`src/rtl/led_mux_if.sv`:
```
// ----------------------------------------------------------------------------
// led_mux_if
// Front-panel bundle for led_mux: the ten raw slide switches and the ten
// LEDs.
//   sw  [9:0]  raw switches, asynchronous to any clock
//              (lane0=sw[1:0], lane1=sw[3:2], lane2=sw[5:4], lane3=sw[7:6],
//               select=sw[9:8])
//   led [9:0]  LED vector driven by the mux
// Modports:
//   master  drives sw, observes led (board / testbench side)
//   slave   observes sw, drives led (led_mux side)
// There is no valid/ready handshake: sw is sampled on every clock and led is
// updated on every clock, so both directions are plain level signals.
// ----------------------------------------------------------------------------
interface led_mux_if;
    logic [9:0] sw;
    logic [9:0] led;

    modport master (output sw, input led);
    modport slave (input sw, output led);
endinterface

```
`src/rtl/led_mux.sv`:
```
// ----------------------------------------------------------------------------
// led_mux
// Switch-driven 4:1 multiplexer for the switch/LED front panel. Four 2-bit
// data lanes and a 2-bit select come from the switches; the LEDs show the
// selected lane plus status.
//
// Ports:
//   clk       system clock, rising edge
//   rst       asynchronous, active-high reset
//   bus       led_mux_if.slave (sw in, led out)
//
// LED map:
//   led[1:0]  lane[sel]
//   led[5:2]  one-hot of sel (sel 0 -> 0001, sel 3 -> 1000)
//   led[7:6]  2-bit count of select changes, wraps 3 -> 0
//   led[8]    XOR of the two bits of lane[sel]
//   led[9]    one-cycle pulse when sel differs from the previous sel
//
// Parameters:
//   SYNC_STAGES  synchronizer depth, legal 2..4 (default 2)
//   RESET_LED    led value while rst is high and until the first edge after
//                release (default 0)
//
// Optional build macro LED_MUX_COMB_OUT_EN: when defined, the synchronizer
// and output register are bypassed; led[5:0] and led[8] follow raw sw
// combinationally, while led[7:6] and led[9] remain clocked from raw sw[9:8].
// Default build (macro undefined): everything synchronized and registered,
// so a sw change reaches led after SYNC_STAGES+1 rising edges.
// ----------------------------------------------------------------------------
module led_mux #(
    parameter int unsigned SYNC_STAGES = 2,
    parameter logic [9:0]  RESET_LED   = 10'b0
) (
    input  logic      clk,
    input  logic      rst,
    led_mux_if.slave  bus
);

    // Switch word the decode works from: synchronized in the default build,
    // raw in the combinational-output build.
    logic [9:0] src;
    logic [1:0] sel;
    logic [1:0] lane;
    logic [3:0] sel_oh;
    logic       sel_chg;
    logic [1:0] prev_sel;
    logic [1:0] chg_cnt;
    logic [1:0] cnt_next;

    assign sel = src[9:8];

    always_comb begin
        lane = src[1:0];
        unique case (sel)
            2'd0: lane = src[1:0];
            2'd1: lane = src[3:2];
            2'd2: lane = src[5:4];
            2'd3: lane = src[7:6];
        endcase
    end

    assign sel_oh   = 4'b0001 << sel;
    // prev_sel clears on reset, so a nonzero sel right after release counts
    // as one change.
    assign sel_chg  = (sel != prev_sel);
    assign cnt_next = chg_cnt + {1'b0, sel_chg};

`ifndef LED_MUX_COMB_OUT_EN

    logic [SYNC_STAGES-1:0][9:0] sync_q;
    logic [9:0]                  led_q;

    assign src = sync_q[SYNC_STAGES-1];

    always_ff @(posedge clk or posedge rst) begin
        if (rst) begin
            sync_q   <= '0;
            prev_sel <= '0;
            chg_cnt  <= '0;
            led_q    <= RESET_LED;
        end else begin
            sync_q[0] <= bus.sw;
            for (int i = 1; i < SYNC_STAGES; i++) begin
                sync_q[i] <= sync_q[i-1];
            end
            prev_sel <= sel;
            chg_cnt  <= cnt_next;
            // The counter field shows the post-increment value so it agrees
            // with the pulse raised in the same cycle.
            led_q    <= {sel_chg, lane[1] ^ lane[0], cnt_next, sel_oh, lane};
        end
    end

    assign bus.led = led_q;

`else

    logic pulse_q;

    assign src = bus.sw;

    always_ff @(posedge clk or posedge rst) begin
        if (rst) begin
            prev_sel <= '0;
            chg_cnt  <= '0;
            pulse_q  <= 1'b0;
        end else begin
            prev_sel <= sel;
            chg_cnt  <= cnt_next;
            pulse_q  <= sel_chg;
        end
    end

    // Combinational bits would otherwise follow sw during reset; hold the
    // whole vector at RESET_LED instead.
    assign bus.led = rst ? RESET_LED
                         : {pulse_q, lane[1] ^ lane[0], chg_cnt, sel_oh, lane};

`endif

endmodule

```
`src/flat_wrapper.sv`:
```
// flat-port wrapper written by rule: the top's interface ports become plain ports
module led_mux_flat 
#(
    parameter int unsigned SYNC_STAGES = 2,
    parameter logic [9:0]  RESET_LED   = 10'b0
)
  (clk, rst, bus_sw, bus_led);
  led_mux_if bus_i ();
  input  logic clk;
  input  logic rst;
  input wire logic [$bits(bus_i.sw)-1:0] bus_sw;
  output wire logic [$bits(bus_i.led)-1:0] bus_led;
  assign bus_i.sw = bus_sw;
  assign bus_led = bus_i.led;
  led_mux #(.SYNC_STAGES(SYNC_STAGES), .RESET_LED(RESET_LED)) u_core (.clk(clk), .rst(rst), .bus(bus_i));
endmodule
```
`config.mk`:
```
export PLATFORM = sky130hd
export DESIGN_NAME = led_mux_flat
export DESIGN_NICKNAME = d
export VERILOG_FILES = /design/src/rtl/led_mux_if.sv /design/src/rtl/led_mux.sv /design/src/flat_wrapper.sv
export SDC_FILE = /design/constraint.sdc
export NUM_CORES = 1
export LEC_CHECK = 0
export CELL_PAD_IN_SITES_DETAIL_PLACEMENT = 0
export CELL_PAD_IN_SITES_GLOBAL_PLACEMENT = 1
export CORE_ASPECT_RATIO = 1.2
export CORE_MARGIN = 2
export CORE_UTILIZATION = 39
export CTS_CLUSTER_SIZE = 40
export DETAILED_ROUTE_END_ITERATION = 8
export HOLD_SLACK_MARGIN = 0.05
export PLACE_DENSITY = 0.75
export SYNTH_ARGS = -nofsm -noshare
export SYNTH_HDL_FRONTEND = slang
export SYNTH_SLANG_ARGS = --single-unit
export TNS_END_PERCENT = 20
```
`constraint.sdc`:
```
create_clock -name clk -period 1.5 [get_ports clk]
set_input_delay 0.15 -clock clk [delete_from_list [all_inputs] [get_ports clk]]
set_output_delay 0.15 -clock clk [all_outputs]
set_load 0.01 [all_outputs]
```
# ---- Word level (Yosys, flattened, before mapping)
# Index checks and enable logic that the tools add are counted.
dict set report op_classes {
  div 0
  n_bitwise 1
  n_mul 0
  n_shift 1
  addsub 1
  n_lt_le_gt_ge 0
  n_eq_ne 4
  reduce_logical 1
  mux 1
}
# operator n
set op_table {}
lappend op_table {{$pmux W2 S4} 1}
lappend op_table {{$eq A2 B2 Y1 const B} 2}
lappend op_table {{$shl A1 B2 Y4 const A} 1}
lappend op_table {{$add A2 B1 Y2} 1}
lappend op_table {{$eq A2 B1 Y1 const B} 1}
lappend op_table {{$logic_not A2 Y1} 1}
lappend op_table {{$ne A2 B2 Y1} 1}
lappend op_table {{$xor A1 B1 Y1} 1}
dict set report word_totals {
  romBits 0
  latchBits 0
  out_inout_bits 10
  inputBits 12
  mem_bits_rw 0
  register_bits 34
  n_memories 0
  elab_cells 14
}

# ---- Logic depth before layout (Yosys ltp)
dict set report logic_depth {
  depth_word 3
  depth_mapped 5
  ltp_nobuf 4
}

# ---- Worst setup path before layout
# No wires, ideal clock.
dict set report synth_path {
  kind {register -> register}
  start {register u_core.sync_q (netlist bit u_core.src[8])}
  end {register u_core.led_q[8], in the netlist u_core.bus.led[8]}
  required_ns 1.378
  n_path_buf 1
  stages_incl_launch_ff 4
  arrival_ns 1.123
  setup_ns 0.122
  slack_ns 0.255
  period_less_slack_ns 1.245
  cell_sequence {dfrtp_1 -> buf_6 -> mux4_2 -> xor2_1}
}
dict set report synth_between {
  elab_chain_len 3
  elab_cells_between_ends 6
  classes_between {3 x eq/ne; 1 x mux; 1 x bitwise; 1 x reduce/logical}
}
# element line_no
set synth_rtl {}
lappend synth_rtl {{start: declaration} led_mux.sv:70} ;# logic [SYNC_STAGES-1:0][9:0] sync_q;
lappend synth_rtl {{start signal: indexed assignment} led_mux.sv:84} ;# sync_q[i] <= sync_q[i-1];
lappend synth_rtl {{$eq A2 B2 Y1 (tied with other cells)} led_mux.sv:54} ;# unique case (sel)
lappend synth_rtl {{$pmux W2 S4 *} led_mux.sv:54}
lappend synth_rtl {{net u_core.lane[1]} led_mux.sv:43} ;# logic [1:0] lane;
lappend synth_rtl {{$xor A1 B1 Y1 *} led_mux.sv:90} ;# led_q <= {sel_chg, lane[1] ^ lane[0], cnt_next, sel_oh, lane};
lappend synth_rtl {{end signal: assignment} led_mux.sv:90}
lappend synth_rtl {{end: declaration} led_mux.sv:71} ;# logic [9:0] led_q;
# The timed path passes the listed nets; every way through them passes the cells marked *.

# ---- Final worst setup path
dict set report layout_path {
  start {register u_core.led_q[7], in the netlist u_core.bus.led[7]}
  end {output bus_led[7]}
}
# element line_no
set layout_rtl {}
lappend layout_rtl {{end: declaration} flat_wrapper.sv:12} ;# output wire logic [$bits(bus_i.led)-1:0] bus_led;
# No word-level cell between the ends.

==> metrics <==
Yosys top cell area share=0.856; DP Worst Slack=150 ps; CTS H-Tree Depth=2; layout cells sized above 1=0.160; final worst-path cycle share=0.921; sequential area share after synthesis=0.856; Post-Syn Area=936 µm²; RSZ-0062 raised after global routing=false; setup bufs post-CTS=0; CTS Hold Bufs=0; DR pass1 iterations=2; clock sinks=32; CP Cell Sequence=clkdlybuf4s50_1; Hold Crit Class=in2async; initial antenna violation count=0; critical path capture point type=primary output; post-synthesis register bit count=32; post-DR wirelength/cell=9.89 µm; fin. max-slew vios=0; footprint of the multi-input gates=120 µm²; initial drt markers=1; hpwl dp=682 µm; Vias/cell=4.25; Max VDD drop=0.000967 V; Antenna Nets Post-Route=0; initial core utilization=0.410; Final Hold Fails=0; most used routing layer=met2; Power Total=0.00168 W; maximum fanout along the worst path=2; setup ws final=119 ps; met1 usage=0.0985; largest net degree at the start of global routing=33; Total Wirelength=1.05 mm; synth warn=0; first-pass GRT wire length=1.86 mm; met2 global-route usage=0.145; Lkg Pwr=0.551 nW; register area=801 µm²; worst stage delay on the critical path=540 ps; commonest cells after routing, fill and taps aside=32 x dfrtp_1, 21 x clkdlybuf4s50_1, 5 x clkbuf_4; gpl congestion=0.662; Post-Syn Area per Cell=20.3 µm²; Port Buf Inserts=21; Req. time, crit path=1350 ps; Filler cells=198; clock-pin slew on the worst setup and hold paths=90 ps; Top delay family on crit path=buffers and inverters; row cnt=19; met3 usage=0.0464; Die Ht=57.7 µm; Die Area=0.00281 mm²; # DRC=0; top cells by area, synth=dfrtp_1 86%, mux4_2 4.8%, xnor2_1 1.9%; Fin Setup TNS=0 ps; most common cell after layout, fill and taps aside=dfrtp_1; post-synth top area cell=dfrtp_1; crit path max-delay cell type=clkdlybuf4s50_1; Final Setup Violations=0; layout net count=87; library cells used by synthesis=11; vias in the first global route=439; total number of vias=450; fmax=0.724 GHz; Post-Route Skew=6.37 ps; Mapped Cells=46; Overall Global Routing Usage=0.0991; Worst EP arrival=1230 ps; Area Overhead vs Synth=32.8%; core footprint=0.00228 mm²; CP Launch Type=register; Slew @ Worst Pin=379 ps; Final Core Density=0.544; Synthesized Nets=59; outcome=completed; Rel. slew slack=0.747; ANT cells=0; pwr dens=1350 mW/mm²; total I/O pin count=22; Die Wd=48.7 µm; Max Cap Viol=0; Tmin final=1380 ps; clk_lat worst skew=320 ps; Buf+Inv Stages, Crit Path=1; Clock Path Buffers=2; CTS tree=done; crit path kind=reg2out; Inserted Clock Buffers=5; Root Buffer=clkbuf_4; GRT overflow=0; Post-CTS Resized=0
[cell type report]
cell class                 instances  area share
sequential                        32       0.645
clock inverter                     2     0.00806
clock buffer                       6      0.0413
multi-input combinational         12      0.0967
inverter                           1     0.00302
timing repair buffer              22       0.175
tap                               31      0.0312
[cell usage after synthesis]
cell type and n:
xor2_1 2, inv_1 1, ha_1 1, xnor2_1 2, buf_6 1, dfrtp_1 32, and2_2 1, mux4_2 2
nor2_1 1, nand2_1 1, nor2b_1 2
[cells by family (layout without fill, tap and decap cells)]
logic type    Yosys count  after routing  share of synthesized area
xor+xnor                4              4                     0.0374
fa+ha+maj               1              1                     0.0134
buf+inv                 2             31                     0.0160
flops                  32             32                      0.856
mux                     2              2                     0.0481
simple gates            5              5                     0.0294
[power breakdown]
part / internal (W) / switching (W) / total (W)
Clock: 0.000223 / 0.000263 / 0.000486
Sequential: 0.000940 / 0.0000353 / 0.000975
Combinational: 0.000138 / 0.0000800 / 0.000217
Total: 0.00130 / 0.000378 / 0.00168
[final timing paths]
kind | from | end | slack [ps] | cells past startpoint
worst max-delay path | u_core.bus.led[7] | bus_led[7] | 120 | 1
worst min-delay path | rst | u_core.sync_q[8] | 190 | 3
worst max register to register | u_core.src[8] | u_core.bus.led[8] | 140 | 2
worst min register to register | u_core.sync_q[0] | u_core.src[0] | 360 | 0
max in group asynchronous | rst | u_core.sync_q[6] | 1020 | 3
min in group clk | bus_sw[3] | u_core.sync_q[3] | 250 | 1
[flip-flops by register name, summed over array words and instances, names as in the netlist]
signal,cells
u_core.sync_q,10
u_core.chg_cnt,1
u_core.src,10
u_core.prev_sel,2
u_core.bus.led,9
[routing by layer]
layer  share of wire  wire, µm  vias to the layer above
li1                -         -                      200
met1            0.35       367                      219
met2            0.51       534                       24
met3           0.094        99                        7
met4           0.044        46                        0
met5               0         0                        -
[through the flow]
| step | area (µm²) | instances | hold slack (ps) |
|---|---|---|---|
| after detailed placement | 1180 | 98 | 335 |
| after CTS | 1240 | 106 | 191 |
| final | 1240 | 106 | 191 |
| after global routing | 1240 | 106 | 236 |
| after global placement | 1180 | 98 | 332 |
| after floorplan | 936 | 46 | 181 |
(Power assumes the default switching activity.)
